File: src/rtl/cpu_sys_pio_master_if.sv
// cpu_sys_pio_master_if: command/response port plus Avalon-MM PIO bus of the PIO initiator.
interface cpu_sys_pio_master_if;
  localparam int unsigned DW = 32;
  localparam int unsigned AW = 3;

  logic          cmd_valid;
  logic          cmd_ready;
  logic [1:0]    cmd_op;
  logic [AW-1:0] cmd_addr;
  logic [DW-1:0] cmd_data;
  logic          rsp_valid;
  logic          rsp_ready;
  logic [DW-1:0] rsp_data;
  logic          rsp_err;
  logic [AW-1:0] address;
  logic          chipselect;
  logic          write_n;
  logic [DW-1:0] writedata;
  logic [DW-1:0] readdata;

  modport master (
    input  cmd_valid, cmd_op, cmd_addr, cmd_data, rsp_ready, readdata,
    output cmd_ready, rsp_valid, rsp_data, rsp_err, address, chipselect, write_n, writedata
  );

  modport slave (
    output cmd_valid, cmd_op, cmd_addr, cmd_data, rsp_ready, readdata,
    input  cmd_ready, rsp_valid, rsp_data, rsp_err, address, chipselect, write_n, writedata
  );
endinterface

File: src/rtl/cpu_sys_pio_master.sv
// cpu_sys_pio_master: Avalon-MM initiator driving a PIO slave with write, read and
// poll-until-set commands, one response per command.
// Optional define PIO_MASTER_TIMEOUT_EN: give up a poll after POLL_TIMEOUT non-matching reads.
module cpu_sys_pio_master #(
  parameter int unsigned READ_LATENCY = 1,
  parameter int unsigned POLL_GAP     = 8,
  parameter int unsigned POLL_TIMEOUT = 1024
) (
  input  logic                  clk,
  input  logic                  reset,
  cpu_sys_pio_master_if.master  bus
);
  localparam int unsigned DW       = 32;
  localparam int unsigned AW       = 3;
  localparam int unsigned RCW      = 3;
  localparam int unsigned GCW      = 8;
  localparam int unsigned GAP_LAST = (POLL_GAP == 0) ? 0 : POLL_GAP - 1;

  localparam logic [1:0] OP_WR   = 2'b00;
  localparam logic [1:0] OP_RD   = 2'b01;
  localparam logic [1:0] OP_POLL = 2'b10;

  if (READ_LATENCY < 1 || READ_LATENCY > 4 || POLL_GAP > 255 || POLL_TIMEOUT < 1) begin : g_bad_params
    $error("cpu_sys_pio_master: parameter out of range");
  end

  typedef enum logic [2:0] {IDLE, WR, RD, GAP, CLR, RESP} state_e;

  state_e          state_q, state_d;
  logic [1:0]      op_q, op_d;
  logic [AW-1:0]   addr_q, addr_d;
  logic [DW-1:0]   data_q, data_d;
  logic [DW-1:0]   sample_q, sample_d;
  logic [RCW-1:0]  rd_cnt_q, rd_cnt_d;
  logic [GCW-1:0]  gap_cnt_q, gap_cnt_d;
  logic [DW-1:0]   rsp_data_q, rsp_data_d;
  logic            rsp_err_q, rsp_err_d;
  logic            cmd_ready_q, rsp_valid_q;
  logic [AW-1:0]   address_q;
  logic            cs_q, write_n_q;
  logic [DW-1:0]   writedata_q;
  logic            cs_d, wr_d, timed_out;

`ifdef PIO_MASTER_TIMEOUT_EN
  localparam int unsigned PCW = $clog2(POLL_TIMEOUT + 1);
  logic [PCW-1:0]  poll_cnt_q, poll_cnt_d;

  // Completed non-matching poll reads of the current command
  always_ff @(posedge clk or posedge reset) begin
    if (reset) poll_cnt_q <= '0;
    else       poll_cnt_q <= poll_cnt_d;
  end
`endif

  assign bus.cmd_ready  = cmd_ready_q;
  assign bus.rsp_valid  = rsp_valid_q;
  assign bus.rsp_data   = rsp_data_q;
  assign bus.rsp_err    = rsp_err_q;
  assign bus.address    = address_q;
  assign bus.chipselect = cs_q;
  assign bus.write_n    = write_n_q;
  assign bus.writedata  = writedata_q;

  // State register
  always_ff @(posedge clk or posedge reset) begin
    if (reset) state_q <= IDLE;
    else       state_q <= state_d;
  end

  // Next state, command capture, read sampling and response selection
  always_comb begin
    state_d    = state_q;
    op_d       = op_q;
    addr_d     = addr_q;
    data_d     = data_q;
    sample_d   = sample_q;
    rd_cnt_d   = rd_cnt_q;
    gap_cnt_d  = gap_cnt_q;
    rsp_data_d = rsp_data_q;
    rsp_err_d  = rsp_err_q;
    timed_out  = 1'b0;
`ifdef PIO_MASTER_TIMEOUT_EN
    poll_cnt_d = poll_cnt_q;
`endif
    case (state_q)
      IDLE: begin
        if (bus.cmd_valid && cmd_ready_q) begin
          op_d     = bus.cmd_op;
          addr_d   = bus.cmd_addr;
          data_d   = bus.cmd_data;
          rd_cnt_d = '0;
`ifdef PIO_MASTER_TIMEOUT_EN
          poll_cnt_d = '0;
`endif
          case (bus.cmd_op)
            OP_WR:          state_d = WR;
            OP_RD, OP_POLL: state_d = RD;
            default: begin
              state_d    = RESP;
              rsp_err_d  = 1'b1;
              rsp_data_d = '0;
            end
          endcase
        end
      end
      WR: begin
        state_d    = RESP;
        rsp_data_d = data_q;
        rsp_err_d  = 1'b0;
      end
      RD: begin
        if (rd_cnt_q == RCW'(READ_LATENCY)) begin
          sample_d = bus.readdata;
          rd_cnt_d = '0;
          if (op_q != OP_POLL) begin
            state_d    = RESP;
            rsp_data_d = bus.readdata;
            rsp_err_d  = 1'b0;
          end else if (|(bus.readdata & data_q)) begin
            state_d = CLR;
          end else begin
`ifdef PIO_MASTER_TIMEOUT_EN
            timed_out  = (poll_cnt_q == PCW'(POLL_TIMEOUT - 1));
            poll_cnt_d = poll_cnt_q + PCW'(1);
`endif
            if (timed_out) begin
              state_d    = RESP;
              rsp_data_d = bus.readdata;
              rsp_err_d  = 1'b1;
            end else if (POLL_GAP == 0) begin
              state_d = RD;
            end else begin
              state_d   = GAP;
              gap_cnt_d = '0;
            end
          end
        end else begin
          rd_cnt_d = rd_cnt_q + RCW'(1);
        end
      end
      GAP: begin
        if (gap_cnt_q == GCW'(GAP_LAST)) begin
          state_d  = RD;
          rd_cnt_d = '0;
        end else begin
          gap_cnt_d = gap_cnt_q + GCW'(1);
        end
      end
      CLR: begin
        state_d    = RESP;
        rsp_data_d = sample_q;
        rsp_err_d  = 1'b0;
      end
      RESP: begin
        if (bus.rsp_ready) state_d = IDLE;
      end
      default: state_d = IDLE;
    endcase
    cs_d = (state_d == WR) || (state_d == RD) || (state_d == CLR);
    wr_d = (state_d == WR) || (state_d == CLR);
  end

  // Datapath and registered bus outputs, aligned with the state they belong to
  always_ff @(posedge clk or posedge reset) begin
    if (reset) begin
      op_q        <= '0;
      addr_q      <= '0;
      data_q      <= '0;
      sample_q    <= '0;
      rd_cnt_q    <= '0;
      gap_cnt_q   <= '0;
      rsp_data_q  <= '0;
      rsp_err_q   <= 1'b0;
      cmd_ready_q <= 1'b0;
      rsp_valid_q <= 1'b0;
      address_q   <= '0;
      cs_q        <= 1'b0;
      write_n_q   <= 1'b1;
      writedata_q <= '0;
    end else begin
      op_q        <= op_d;
      addr_q      <= addr_d;
      data_q      <= data_d;
      sample_q    <= sample_d;
      rd_cnt_q    <= rd_cnt_d;
      gap_cnt_q   <= gap_cnt_d;
      rsp_data_q  <= rsp_data_d;
      rsp_err_q   <= rsp_err_d;
      cmd_ready_q <= (state_d == IDLE);
      rsp_valid_q <= (state_d == RESP);
      address_q   <= addr_d;
      cs_q        <= cs_d;
      write_n_q   <= !wr_d;
      if (wr_d) writedata_q <= data_d;
    end
  end
endmodule

File: src/flat_wrapper.sv
// flat-port wrapper written by rule: the top's interface ports become plain ports
module cpu_sys_pio_master_flat 
#(
  parameter int unsigned READ_LATENCY = 1,
  parameter int unsigned POLL_GAP     = 8,
  parameter int unsigned POLL_TIMEOUT = 1024
)
  (clk, reset, bus_cmd_valid, bus_cmd_op, bus_cmd_addr, bus_cmd_data, bus_rsp_ready, bus_readdata, bus_cmd_ready, bus_rsp_valid, bus_rsp_data, bus_rsp_err, bus_address, bus_chipselect, bus_write_n, bus_writedata);
  cpu_sys_pio_master_if bus_i ();
  input  logic clk;
  input  logic reset;
  input wire logic [$bits(bus_i.cmd_valid)-1:0] bus_cmd_valid;
  input wire logic [$bits(bus_i.cmd_op)-1:0] bus_cmd_op;
  input wire logic [$bits(bus_i.cmd_addr)-1:0] bus_cmd_addr;
  input wire logic [$bits(bus_i.cmd_data)-1:0] bus_cmd_data;
  input wire logic [$bits(bus_i.rsp_ready)-1:0] bus_rsp_ready;
  input wire logic [$bits(bus_i.readdata)-1:0] bus_readdata;
  output wire logic [$bits(bus_i.cmd_ready)-1:0] bus_cmd_ready;
  output wire logic [$bits(bus_i.rsp_valid)-1:0] bus_rsp_valid;
  output wire logic [$bits(bus_i.rsp_data)-1:0] bus_rsp_data;
  output wire logic [$bits(bus_i.rsp_err)-1:0] bus_rsp_err;
  output wire logic [$bits(bus_i.address)-1:0] bus_address;
  output wire logic [$bits(bus_i.chipselect)-1:0] bus_chipselect;
  output wire logic [$bits(bus_i.write_n)-1:0] bus_write_n;
  output wire logic [$bits(bus_i.writedata)-1:0] bus_writedata;
  assign bus_i.cmd_valid = bus_cmd_valid;
  assign bus_i.cmd_op = bus_cmd_op;
  assign bus_i.cmd_addr = bus_cmd_addr;
  assign bus_i.cmd_data = bus_cmd_data;
  assign bus_i.rsp_ready = bus_rsp_ready;
  assign bus_i.readdata = bus_readdata;
  assign bus_cmd_ready = bus_i.cmd_ready;
  assign bus_rsp_valid = bus_i.rsp_valid;
  assign bus_rsp_data = bus_i.rsp_data;
  assign bus_rsp_err = bus_i.rsp_err;
  assign bus_address = bus_i.address;
  assign bus_chipselect = bus_i.chipselect;
  assign bus_write_n = bus_i.write_n;
  assign bus_writedata = bus_i.writedata;
  cpu_sys_pio_master #(.READ_LATENCY(READ_LATENCY), .POLL_GAP(POLL_GAP), .POLL_TIMEOUT(POLL_TIMEOUT)) u_core (.clk(clk), .reset(reset), .bus(bus_i));
endmodule
File: config.mk
export PLATFORM = sky130hd
export DESIGN_NAME = cpu_sys_pio_master_flat
export DESIGN_NICKNAME = d
export VERILOG_FILES = /design/src/rtl/cpu_sys_pio_master_if.sv /design/src/rtl/cpu_sys_pio_master.sv /design/src/flat_wrapper.sv
export SDC_FILE = /design/constraint.sdc
export NUM_CORES = 1
export LEC_CHECK = 0
export BUFFER_PORTS_ARGS = -buffer_cell sky130_fd_sc_hd__buf_4
export CORE_ASPECT_RATIO = 1.5
export CORE_MARGIN = 4
export CORE_UTILIZATION = 40
export CTS_CLUSTER_DIAMETER = 100
export CTS_CLUSTER_SIZE = 40
export DETAILED_ROUTE_END_ITERATION = 10
export GPL_ROUTABILITY_DRIVEN = 1
export PLACE_DENSITY_LB_ADDON = 0.2
export SYNTH_ARGS = -nofsm -noshare
export SYNTH_HDL_FRONTEND = slang
export SYNTH_SLANG_ARGS = --single-unit
File: constraint.sdc
create_clock -name clk -period 8.8 [get_ports clk]
set_input_delay 1.32 -clock clk [delete_from_list [all_inputs] [get_ports clk]]
set_output_delay 1.32 -clock clk [all_outputs]
set_load 0.02 [all_outputs]
### After elaboration in Yosys (flattened, before gate mapping)

Index checks and enable logic that the tools add are counted.

* input port bits: 73
* register bits: 152

* multiplexer cells: 29
* eq/ne operators: 22
* reductions and logical operators: 22
* add/subtract/negate cells: 2
* bitwise logic cells: 1

Operators by type and width (count)
* $mux 32: 6
* $pmux 32 s4: 1
* $and 32x32->32: 1
* $mux 8: 4
* $reduce_or 32->1: 1
* $mux 3: 9
* $pmux 8 s2: 1
* $pmux 3 s5: 1
* $reduce_and 5->1: 3
* $eq 3x3->1 const B: 4
* $ne 2x2->1 const B: 5
* $eq 3x1->1 const B: 3
* $eq 3x2->1 const B: 3
* $pmux 3 s3: 1
* $add 8x1->8 const B: 1
* $eq 8x3->1 const B: 1
* $ne 2x1->1 const B: 4
* $logic_not 3->1: 2
* $pmux 3 s2: 1
* $reduce_bool 3->1: 2
* $mux 1: 4
* $reduce_and 2->1: 2
* $reduce_bool 4->1: 1
* $reduce_or 2->1: 2
* other kinds (11): 13

### Longest topological paths before layout

Gate-level depths: netlist of run 1.

* depth after elaboration: 9
* gate-level depth with buffers: 11
* mapped depth without buffers: 8

### Worst setup path before layout of run 1

Ideal clock, no wire load.

* kind: input to register
* from: input bus_cmd_valid
* to: register u_core.writedata_q[10] (netlist: u_core.bus.writedata[10])
* buffers on the path: 2
* arrival: 3.037 ns
* required time: 8.675 ns
* slack: 5.637 ns
* setup time: 0.125 ns
* stages: 6
* cell sequence: nand2_1 -> nor4_1 -> clkbuf_1 -> clkbuf_1 -> mux2_2 -> mux2_4

* elaborated cells on any way between the ends: 8
* classes of those cells: eq/ne: 2; mux: 4; reduce/logical: 2

RTL lines
* start: declaration: RTL line flat_wrapper.sv:12 `input wire logic [$bits(bus_i.cmd_valid)-1:0] bus_cmd_valid;`
* $logic_and 1x1->1: RTL line cpu_sys_pio_master.sv:87 `if (bus.cmd_valid && cmd_ready_q) begin`
* $mux 32: RTL line cpu_sys_pio_master.sv:87
* $mux 32: RTL line cpu_sys_pio_master.sv:85 `case (state_q)`
* named net u_core.data_d[10]: RTL line cpu_sys_pio_master.sv:32 `logic [DW-1:0] data_q, data_d;`
* end signal: assignment: RTL line cpu_sys_pio_master.sv:194 `if (wr_d) writedata_q <= data_d;`
* end: declaration: RTL line cpu_sys_pio_master.sv:41 `logic [DW-1:0] writedata_q;`

The timed path passes the listed nets, and every way through them passes these cells.
A chain may end at the register's enable or synchronous reset.

### Worst setup path in the final report of run 1

* from: input bus_readdata[14]
* to: register u_core.writedata_q[27] (netlist: u_core.bus.writedata[27])

* word-level cells in the longest chain between the ends: 8
* elaborated cells on any way between the ends: 9
* classes of those cells: eq/ne: 2; mux: 4; bitwise: 1; reduce/logical: 2

Ends and longest elaborated chain
* start: declaration: RTL line flat_wrapper.sv:17 `input wire logic [$bits(bus_i.readdata)-1:0] bus_readdata;`
* $and 32x32->32 *: RTL line cpu_sys_pio_master.sv:119 `end else if (|(bus.readdata & data_q)) begin`
* $reduce_or 32->1 *: RTL line cpu_sys_pio_master.sv:119
* $mux 3 *: RTL line cpu_sys_pio_master.sv:119
* $mux 3 *: RTL line cpu_sys_pio_master.sv:115 `if (op_q != OP_POLL) begin`
* $mux 3 *: RTL line cpu_sys_pio_master.sv:112 `if (rd_cnt_q == RCW'(READ_LATENCY)) begin`
* $pmux 3 s5 *: RTL line cpu_sys_pio_master.sv:85
* $eq 3x1->1 or $eq 3x3->1 (tied branches): RTL line cpu_sys_pio_master.sv:160 `wr_d = (state_d == WR) || (state_d == CLR);`
* $logic_or 1x1->1 *: RTL line cpu_sys_pio_master.sv:160

Mark *: on every way between the ends. The rest lies on a longest branch, timed or not.

==> impl.org, run 1 <==
** Synth
- Yosys printed 0 warnings.
- Synth Cell Area :: 0.00675 mm2
- In the synthesized netlist the dominant register cell turns out to be dfrtp_1.
- The synthesized design contains 0 enable-type register cells.
- Sequential elements use a little under three fifths of the synthesized area.
- Number of unique standard cell types used by synthesis :: 40
- In the synthesized netlist the async set-or-reset flop fraction comes to 100%.
- Per-instance average area after synthesis :: 10.8 um2
- After technology mapping, the gate count stands at 627.
- #FFs+latches synth :: approximately 150
- When the netlist entered floorplanning its net count stood at 703.

** STA
- RSZ-0062 raised after global routing :: no
- Adding up every negative setup slack in the final design gives 0 ps.
- Actual slew at the worst max-slew pin :: 954 ps
- The routed design could run at a clock period as short as 3950 ps.
- Worst-case headroom to the max-slew limit :: a little over a third
- Maximum operating frequency :: 253 MHz
- Hold slack final :: 475 ps
- Setup violations remaining at the end of the flow were counted as 0.
- Min setup slack post-route :: 4850 ps
- Dividing the final minimum period by the clock period gives 44.9%.
- Count of pins over their slew limit :: 0
- The number of failing hold endpoints at the final stage was 0.
- Clock Skew :: 7.24 ps

** Detailed routing
- The routed design uses 10400 um of met2 wire.
- The count of nets left with antenna violations once routing finished came out at 0.
- Routed length on met1 :: 7590 um
- Using the TritonRoute via totals, the vias-per-cell ratio works out to roughly 5.4.
- The final route contains 5277 vias.
- Post-route DRC :: 0
- The routed design has 19300 um of wire.
- DR iter-0 viols :: 284
- After detailed routing, the average wire length per cell comes to 19.6 um.
- Before antenna repair, the detailed router went through 5 iterations.
- Met3 routed WL :: between 900 and 1000 um
- Highest signal layer in the routed design :: met4

** Cells and area
- Multi-input combinational cell area :: 0.00276 mm2
- Share of the core filled with cells in the final layout :: 52.3%
- Relative to the synthesized area, the layout overhead comes to 27.2%.
- Once layout is complete, the cells apart from fillers number 984.
- Fraction of final layout cells sized beyond drive strength 1 :: 33.9%
- Number of antenna repair diodes :: 0
- Across the whole layout, storage elements account for 0.00380 mm2.
- The layout has 1510 filler cells.
- Net count, final :: around 840

** Clock tree
- Counting every sink on the clock net gives 152.
- For this design, the CTS-stage hold fixing added 0 buffers.
- Number of buffers between clock root and the deepest sink :: 2
- The number of clock buffers added by TritonCTS is 17.
- The number of setup buffers added after CTS is 0.
- Clock input transition at the sequential cells of the worst setup and hold paths :: ~60 ps
- The clock tree synthesis step divided the H-tree into 4 levels.
- Clock tree root buffer cell :: clkbuf_16
- Clock insertion delay at the later pin of the skew report :: 410 ps
- Post-CTS repair changed the size of 0 cells.
- CTS tree :: built

** Min path
- The min-delay analysis places its worst path in the category reg2reg.

** Power and ir drop
- Power density normalized to cell area :: 331 mW/mm2
- Summed over all cells, the static leakage comes to 4.13 nW.
- Max rail drop VDD :: approximately 160 uV

** Placed design
- Worst slack at placement :: ~4300 ps
- Placed Instances :: 952
- At the end of routability-driven placement, the weighted congestion stood at 0.867.
- Detailed placement finished with a half-perimeter wire length of between 10000 and 15000 um.
- Input and output buffers added on the ports amount to 144.

** Die
- Height of the die :: around 170 um
- During I/O placement, the number of pins put on the boundary was between 100 and 150.
- Die X-Extent :: 114 um
- Placeable core region :: 0.0164 mm2
- The floorplan has 57 rows.
- Full die area :: 0.0191 mm2
- Initial cell density of the core :: 41.1%

** Worst setup path
- Maximum fanout count along the critical path :: 17
- For the worst setup path, the data arrival time is 4240 ps.
- Class of the most critical setup path :: in2reg
- Setup crit end kind :: flop
- Required time reported for the critical path endpoint :: about 9100 ps
- Critical Path Source Type :: primary input

** Job
- Max-cap violations :: 0

** Global route
- Entering global routing, the biggest net connects 99 pins.
- The first global-routing pass estimated 30800 um of wire.
- Grt total ovfl :: 0
- Number of global-route vias before repair :: around 5500
- Total GRT Usage :: 20.6%
- The initial antenna violation count is 0.

** Status
- Run status :: finished, final reports clean
-- flip-flops by register name, indices dropped and copies added, names as in the netlist --
name,cells
u_core.op_q,2
u_core.bus.write_n,1
u_core.sample_q,32
u_core.gap_cnt_q,8
u_core.data_q,32
u_core.bus.writedata,32
u_core.bus.chipselect,1
u_core.addr_q,3
u_core.bus.rsp_data,32
u_core.bus.rsp_valid,1
u_core.rd_cnt_q,3
u_core.bus.rsp_err,1
u_core.bus.cmd_ready,1
u_core.state_q,3
-- cell families after synthesis --
group	after synthesis	share of synthesized area (%)
AO/OA/AOI/OAI	127	12.1
XOR/XNOR	8	1.04
AND/OR/NAND/NOR	223	13.7
multiplexers	69	13.1
flip-flops	152	56.4
adder cells (fa/ha/maj)	3	0.556
buffers and inverters	45	3.08
-- critical path, stage by stage --
cell and delay [ps]:
buf_4 120, a22oi_1 320, nand4_1 230, nor3_1 540
o211a_1 290, xor2_1 100, nand2_2 480, buf_4 450
mux2_2 380
-- layout by cell type (no fill, tap or decap), types with 3 or more instances in the layout --
master,n
a21oi_1,30
a22oi_1,48
buf_4,155
clkbuf_16,17
clkinv_4,3
clkinvlp_4,4
dfrtp_1,151
ha_1,3
inv_1,8
inv_6,6
mux2_2,40
mux2_4,29
nand2_1,145
nand3_1,4
nand4_1,6
nor2_1,45
nor3_1,5
nor4b_1,3
o21ai_0,30
o221ai_1,7
xnor2_1,6
-- synth_stat cells, drive strengths merged, types with 2 or more instances --
master | number | area, um2
dfrtp | 151 | 3780
nand2 | 146 | 551
mux2 | 69 | 886
a22oi | 48 | 360
nor2 | 46 | 173
a21oi | 32 | 164
o21ai | 30 | 150
clkbuf | 29 | 109
inv | 9 | 33.8
buf | 7 | 65.1
o221ai | 7 | 61.3
nand4 | 6 | 37.5
xnor2 | 6 | 52.6
nor3 | 5 | 25.0
nand3 | 4 | 20.0
ha | 3 | 37.5
nor3b | 3 | 22.5
nor4b | 3 | 26.3
a211oi | 2 | 15.0
a31oi | 2 | 12.5
and2 | 2 | 12.5
nand2b | 2 | 12.5
nor4 | 2 | 12.5
xor2 | 2 | 17.5
-- path summary, 6_finish.rpt --
check                                            to  slack [ps]  cells past startpoint          startpoint
max                        u_core.bus.writedata[27]        4850                      9    bus_readdata[14]
max reg2reg                u_core.bus.writedata[27]        5170                      7  u_core.rd_cnt_q[0]
min                              u_core.sample_q[7]         470                      2  u_core.sample_q[7]
min in group asynchronous          u_core.addr_q[2]        1100                      2               reset
min reg2reg                      u_core.sample_q[7]         470                      2  u_core.sample_q[7]
max in group asynchronous   u_core.bus.rsp_data[21]        6430                      3               reset
-- per-layer routing --
metal / GRT usage (%) / vias to the layer above
met3: 3.70 / 17
met5: 0 / -
li1: - / 2462
met4: 6.67 / 0
met1: 25.5 / 2641
met2: 36.0 / 157
-- stage by stage --
stage / total power [W] / cell area (um2)
3_5_place_dp: 0.00219 / 8030
2_1_floorplan: 0.00175 / 6750
3_3_place_gp: 0.00216 / 8030
6_report: 0.00284 / 8580
4_1_cts: 0.00287 / 8580
5_1_grt: 0.00300 / 8580
-- final cells by class --
| class | instances | share of cell area (%) |
|---|---|---|
| Sequential cell | 152 | 44.3 |
| Multi-Input combinational cell | 430 | 32.2 |
| Timing Repair Buffer | 155 | 13.6 |
| Clock buffer | 19 | 5.16 |
| Tap cell | 206 | 3.00 |
| Clock inverter | 13 | 1.30 |
| Inverter | 9 | 0.452 |
-- power by group --
part	total (W)	switching (W)	internal (W)
clock	0.000682	0.000305	0.000376
sequential	0.00103	0.000146	0.000882
combinational	0.00113	0.000640	0.000492
Note: power is estimated with default switching activity, not from simulation.
==> run 2: changes to the inputs <==
Clock period 8.8 ns to 4 ns, I/O delays scaled along.
==> impl.org, run 2 (synthesis gave the netlist of run 1 again) <==
** Clock tree
- Clock insertion delay at the later pin of the skew report :: 410 ps (about the same)
- Number of setup buffers added after CTS :: 0 (unchanged)
- Cts-stage hold buffer count :: 0 (unchanged)
- Number of H-tree levels :: 4 (unchanged)
- Clock input transition at the sequential cells of the worst setup and hold paths :: 60 ps (about the same)
- Number of sinks driven by the clock tree :: 152 (unchanged)
- The largest buffer count on any clock path came to 2 (unchanged).
- The number of CTS-inserted buffers is 17 (unchanged).
- The clock tree from TritonCTS is built (unchanged).
- PostCTS Resize Cnt :: 0 (unchanged)
- Clock tree root buffer cell :: clkbuf_16 (unchanged)

** STA
- Final Hold Vio Count :: 0 (unchanged)
- RSZ-0062 raised after global routing: no (unchanged).
- Dividing the final minimum period by the clock period gives 86.5%.
- The sum of negative setup slack is 0 ps (unchanged).
- Count of pins over their slew limit :: 0 (unchanged)
- Worst-case headroom to the max-slew limit :: 40.5% (was 36.4%)
- The count of endpoints failing setup in the final report was 0 (unchanged).
- The worst clock skew on the final layout was 13.0 ps (was 7.24 ps).
- Counting I/O delays and the setup requirement, the final critical path takes 3460 ps.
- Based on the critical path, the design can be clocked at up to 289 MHz.
- The transition time at the pin with the least slew margin came to 892 ps (was 954 ps).

** Detailed routing
- Count of antenna-violating nets left after detailed routing :: 0 (unchanged)
- DR iter-0 viols :: 408 (was 284)
- The total routed wirelength is 18800 um (was 19300 um).
- The routed via count was 5386 (was 5277).
- Detailed-routing iteration count for the pre-antenna-repair pass :: 6 (was 5)
- The via count normalized by instance count was 5.45 (was 5.36).
- The remaining design rule violation count is 0 (unchanged).
- Routed wire length per instance :: 19.0 um (was 19.6 um)

** Placed design
- The final weighted congestion in routability-driven placement was 0.841 (was 0.867).
- The final HPWL from detailed placement came to 13400 um (was 13300 um).
- Port Buf Inserts :: 144 (unchanged)
- Placed Instances :: 956 (was 952)

** Min path
- The path type of the worst min-delay path is in2async (was reg2reg).

** Global route
- The global-route wire length before repair is 30000 um (was 30800 um).
- Total GRT Usage :: 19.9% (was 20.6%)
- Busiest grt layer :: met2 (unchanged)
- The number of global-route vias before repair was 5557 (was 5532).
- Largest net degree at the start of global routing :: 70 (was 99)
- Met3 track demand over resource in global routing :: 4.61% (was 3.70%)
- Grt total ovfl :: 0 (unchanged)
- The met2 usage came to 34.4% (was 36.0%).
- The initial antenna violation count is 0 (unchanged).
- The global routing met1 resource utilization came to 24.5% (was 25.5%).

** Die
- Height of the die :: 167 um (unchanged)
- The overall die width came to 114 um (unchanged).
- Placeable core region :: 0.0164 mm2 (unchanged)
- The I/O pin count came to 145 (unchanged).
- Core Rows :: 57 (unchanged)
- Full die area :: 0.0191 mm2 (unchanged)
- Initial cell density of the core :: 41.1% (unchanged)

** Worst setup path
- Worst-case reg-to-reg path depth :: 10 (was 7)
- The required time of the worst setup path was 4290 ps (was 9090 ps).
- FF-to-FF setup slack :: 540 ps (was 5170 ps)
- Reg-to-reg critical path endpoint :: u_core.bus.writedata[27] (unchanged)
- The critical path data arrival time came to 3750 ps (was 4240 ps).
- Critical Path Source Type :: flop (was primary input)
- The kind of end point of the critical path was a flop (unchanged).
- The startpoint-to-endpoint class of the critical path is reg2reg (was in2reg).
- The highest net fanout along the worst path came to 28 (was 17).
- The startpoint of the most critical register-to-register path is u_core.state_q[1] (was u_core.rd_cnt_q[0]).

** Cells and area
- Area Growth Syn to Fin :: 28.6% (was 27.2%)
- Commonest cells after routing, fill and taps aside :: buf_4 (157), dfrtp_1 (151), nand2_1 (145), a22oi_1 (48), nor2_1 (45) (was buf_4 (155), dfrtp_1 (151), nand2_1 (145), a22oi_1 (48), nor2_1 (45))
- Number of antenna repair diodes :: 0 (unchanged)
- Most common cell after layout, fill and taps aside :: buf_4 (unchanged)
- The number of nets in the final layout was 845 (was 841).
- The filler cell count in the final layout came to 1482 (was 1510).
- The fraction of final layout cells sized beyond drive strength 1 came to 34.3% (was 33.9%).
- The non-filler instance count after layout was 988 (was 984).

** Power and ir drop
- The power per standard cell area was 732 mW/mm2 (was 331 mW/mm2).
- The leakage power total was 4.17 nW (was 4.13 nW).
- The worst vdd rail ir drop was 368 uV (was 157 uV).

** Job
- The number of violations of the max-capacitance limit was 0 (unchanged).

** Status
- Run status :: finished, final reports clean (unchanged)
[run 2: worst max-delay path by stage]
stage	start	end	slack, ps	depth (start not counted)
final	u_core.state_q[1]	u_core.bus.writedata[27]	540	10
after floorplan	reset	u_core.addr_q[0]	1480	1
after global routing	u_core.state_q[1]	u_core.bus.writedata[25]	350	10
after detailed placement	bus_readdata[14]	u_core.bus.writedata[27]	510	9
after CTS	u_core.state_q[1]	u_core.bus.writedata[27]	570	9
after global placement	bus_readdata[14]	u_core.bus.writedata[27]	580	9
[run 2: critical path, stage by stage, from the launching register on]
cell	delay (ps)
dfrtp_1	350
buf_4	280
nor3b_2	300
buf_4	340
nand2_1	350
nor2_1	240
a21oi_2	110
xor2_1	210
nand2_2	210
buf_4	510
mux2_2	390
[run 2: metal layers]
metal / vias up / share of wire (%)
met5: - / 0
met4: 0 / 1.8
met3: 27 / 6.2
met2: 196 / 52
met1: 2699 / 40
li1: 2464 / -
[run 2: final cells by class]
cell class              instances  area [um2]  area share, %
flip-flops and latches        152        3800           43.9
clock buffers                  20         457           5.26
multi-input cells             430        2760           31.8
clock inverters                12         140           1.61
well taps                     206         258           2.97
repair buffers                159        1220           14.0
inverters                       9        37.5          0.433
[run 2: stage by stage]
stage / hold slack [ps] / total power [W] / setup slack (ps) / utilization (%) / area [um2]
floorplan: 447 / 0.00385 / 1480 / - / 6750
global placement: 458 / 0.00475 / 577 / 49.3 / 8080
detailed placement: 463 / 0.00480 / 509 / 49.3 / 8080
CTS: 363 / 0.00641 / 572 / 52.9 / 8680
global route: 404 / 0.00668 / 351 / 52.9 / 8680
finish: 345 / 0.00635 / 540 / 52.9 / 8680
[run 2: report_power, final]
part | switching [W] | internal, W
logic | 0.00140 | 0.00109
clock network | 0.000644 | 0.000959
registers | 0.000319 | 0.00194
==> run 3: changes to the inputs <==
--- a/config.mk
+++ b/config.mk
@@ -8,5 +8,4 @@
 export BUFFER_PORTS_ARGS = -buffer_cell sky130_fd_sc_hd__buf_4
 export CORE_ASPECT_RATIO = 1.5
-export CORE_MARGIN = 4
 export CORE_UTILIZATION = 40
 export CTS_CLUSTER_DIAMETER = 100
==> constraint.sdc (replaced) <==
create_clock -name clk -period 4 [get_ports clk]
set_input_delay 0.2 -clock clk [delete_from_list [all_inputs] [get_ports clk]]
set_output_delay 0.2 -clock clk [all_outputs]
set_load 0.02 [all_outputs]
==> impl.org, run 3 (synthesis gave the netlist of run 1 again) <==
** STA
- The highest attainable clock frequency came to 297 MHz (was 289 MHz).
- The count of final max-slew check failures is 0 (unchanged).
- Clock Skew :: 10.1 ps (was 13.0 ps)
- Final Hold Vio Count :: 19 (was 0)
- The worst slack on hold paths is -72.1 ps (was 345 ps).
- The minimum clock period was 3370 ps (was 3460 ps).
- RSZ-0062 raised after global routing :: no (unchanged)
- Worst-case headroom to the max-slew limit :: 35.3% (was 40.5%)
- The sum of negative setup slack was 0 ps (unchanged).
- Actual slew at the worst max-slew pin :: 970 ps (was 892 ps)
- Min setup slack post-route :: 633 ps (was 540 ps)
- The count of endpoints failing setup in the final report came to 0 (unchanged).
- Period utilisation layout :: 84.2% (was 86.5%)

** Die
- Placeable core region :: 0.0163 mm2 (was 0.0164 mm2)
- Initial cell density of the core :: 41.3% (was 41.1%)
- The count of standard-cell rows is 57 (unchanged).
- Full die area :: 0.0174 mm2 (was 0.0191 mm2)
- Die X-Extent :: 108 um (was 114 um)
- Height of the die :: 161 um (was 167 um)
- The I/O pin count was 145 (unchanged).

** Cells and area
- The number of nets in the final layout is 871 (was 845).
- Multi-input combinational cell area :: 0.00276 mm2 (unchanged)
- Area Growth Syn to Fin :: 31.6% (was 28.6%)
- Sequential cell area :: 0.00380 mm2 (unchanged)
- Post-route cell area :: 0.00888 mm2 (was 0.00868 mm2)
- FILL cells :: 1450 (was 1482)
- Number of antenna repair diodes :: 0 (unchanged)
- The commonest non-fill, non-tap cell in the layout is buf_4 (unchanged).
- Commonest cells after routing, fill and taps aside :: buf_4 (157), dfrtp_1 (151), nand2_1 (145), a22oi_1 (48), nor2_1 (45) (unchanged)
- Fraction of final layout cells sized beyond drive strength 1 :: 32.7% (was 34.3%)

** Global route
- The global-route wire length before repair was 30200 um (was 30000 um).
- Grt total ovfl :: 0 (unchanged)
- Number of antenna violations at the first check in global routing :: 0 (unchanged)
- Met3 track demand over resource in global routing :: 5.53% (was 4.61%)
- The number of global-route vias before repair is 5679 (was 5557).
- Busiest grt layer :: met2 (unchanged)
- GR met2 Demand/Resource :: 38.3% (was 34.4%)
- Total GRT Usage :: 23.2% (was 19.9%)
- The global routing met1 resource utilization came to 28.0% (was 24.5%).
- The largest net degree at the start of global routing was 153 (was 70).

** Clock tree
- Clock insertion delay at the later pin of the skew report :: 430 ps (was 410 ps)
- The root buffer cell is clkbuf_16 (unchanged).
- Number of setup buffers added after CTS :: 0 (unchanged)
- The number of CTS-inserted buffers was 17 (unchanged).
- The hold-fix buffer count after cts came to 27 (was 0).
- The largest buffer count on any clock path was 2 (unchanged).
- The count of H-tree levels built during CTS was 4 (unchanged).
- The number of instances resized during post-cts repair came to 0 (unchanged).
- Number of sinks driven by the clock tree :: 152 (unchanged)
- The clock transition time at the flip-flop clock pins of the worst setup and hold paths came to 60 ps (about the same).
- CTS tree :: built (unchanged)

** Power and ir drop
- The leakage power total was 4.26 nW (was 4.17 nW).
- Max rail drop VDD :: 391 uV (was 368 uV)
- Power density normalized to cell area :: 707 mW/mm2 (was 732 mW/mm2)

** Worst setup path
- The highest net fanout along the worst path is 23 (was 28).
- The critical path data arrival time was 3680 ps (was 3750 ps).
- The required time of the worst setup path came to 4310 ps (was 4290 ps).
- The startpoint-to-endpoint class of the critical path is in2reg (was reg2reg).
- CP max stage delay :: 600 ps (was 510 ps)
- The kind of end point of the critical path is a flop (unchanged).
- Most prevalent standard cell on the critical path :: buf_4 (unchanged)
- Critical Path Source Type :: primary input (was flop)
- The standard cell with the maximum stage delay on the critical path is nor3_1 (was buf_4).
- Series of cell instances along the critical path :: dlygate4sd3_1, buf_4, a22oi_1, nand4_1, nor3_1, o211a_1, xor2_1, nand2_2, buf_4, mux2_2 (was buf_4, nor3b_2, buf_4, nand2_1, nor2_1, a21oi_2, xor2_1, nand2_2, buf_4, mux2_2)

** Placed design
- The final HPWL from detailed placement was 12900 um (was 13400 um).
- The setup slack at placement was 642 ps (was 509 ps).
- The count of input and output buffers is 144 (unchanged).
- The placement-stage cell area came to 0.00806 mm2 (was 0.00808 mm2).
- The final weighted congestion in routability-driven placement was 0.842 (was 0.841).

** Detailed routing
- Via count :: 5496 (was 5386)
- Routed wire length per instance :: 18.7 um (was 19.0 um)
- Per-cell via count in the routed design :: 5.43 (was 5.45)
- Detailed-routing iteration count for the pre-antenna-repair pass :: 6 (unchanged)
- Count of antenna-violating nets left after detailed routing :: 0 (unchanged)
- The total routed wirelength came to 18900 um (was 18800 um).
- Post-route DRC :: 0 (unchanged)
- The initial DRC count came to 279 (was 408).

** Status
- Run status: complete, but fails checks (was finished, final reports clean).
- The final reports fail on hold timing.

** Min path
- Min-Delay Path Class :: in2async (unchanged)

** Job
- Max-cap violations :: 0 (unchanged)
[run 3: area by class of cell]
| type | count | area share, % |
|---|---|---|
| Inverter | 9 | 0.423 |
| Sequential cell | 152 | 42.8 |
| Tap cell | 206 | 2.90 |
| Clock inverter | 10 | 1.11 |
| Timing Repair Buffer | 185 | 16.5 |
| Multi-Input combinational cell | 430 | 31.1 |
| Clock buffer | 21 | 5.07 |
[run 3: power breakdown]
| group | leakage, nW | total, W | internal, W | switching (W) |
|---|---|---|---|---|
| combinational | 2.13 | 0.00251 | 0.00110 | 0.00141 |
| clock | 0.263 | 0.00150 | 0.000870 | 0.000628 |
| sequential | 1.87 | 0.00227 | 0.00194 | 0.000325 |
| total | 4.26 | 0.00628 | 0.00391 | 0.00237 |
[run 3: critical path: cells and delay by family]
family / cells / cell delay (ps)
simple gates: 3 / 1160
buf+inv: 3 / 1170
xor+xnor: 1 / 100
compound gates: 2 / 620
mux: 1 / 390
[run 3: through the flow]
step / total power, W / utilization (%) / instances / hold slack, ps
5_1_grt: 0.00662 / 54.4 / 1013 / 5.12
3_5_place_dp: 0.00479 / 49.4 / 955 / 424
6_report: 0.00628 / 54.4 / 1013 / -72.1
3_3_place_gp: 0.00473 / 49.4 / 955 / 414
2_1_floorplan: 0.00385 / - / 627 / 305
4_1_cts: 0.00633 / 54.4 / 1013 / 3.58
[run 3: worst paths after layout]
check                                     from                       end  slack (ps)  depth (start not counted)
setup / recovery              bus_readdata[14]  u_core.bus.writedata[25]         630                         10
setup reg to reg             u_core.data_q[14]  u_core.bus.writedata[25]         640                          8
min in group clk              bus_readdata[15]       u_core.sample_q[15]          10                          3
hold / removal                           reset          u_core.addr_q[2]         -70                          3
max in group asynchronous                reset   u_core.bus.rsp_data[27]        3350                          3
hold reg to reg            u_core.sample_q[20]       u_core.sample_q[20]         470                          2
[run 3: per-layer routing]
metal / wire length (um) / share of wire (%) / vias to the layer above
met5: 0 / 0 / -
met4: 754 / 4.0 / 0
met2: 9810 / 52 / 191
li1: - / - / 2516
met1: 7420 / 39 / 2751
met3: 921 / 4.9 / 38
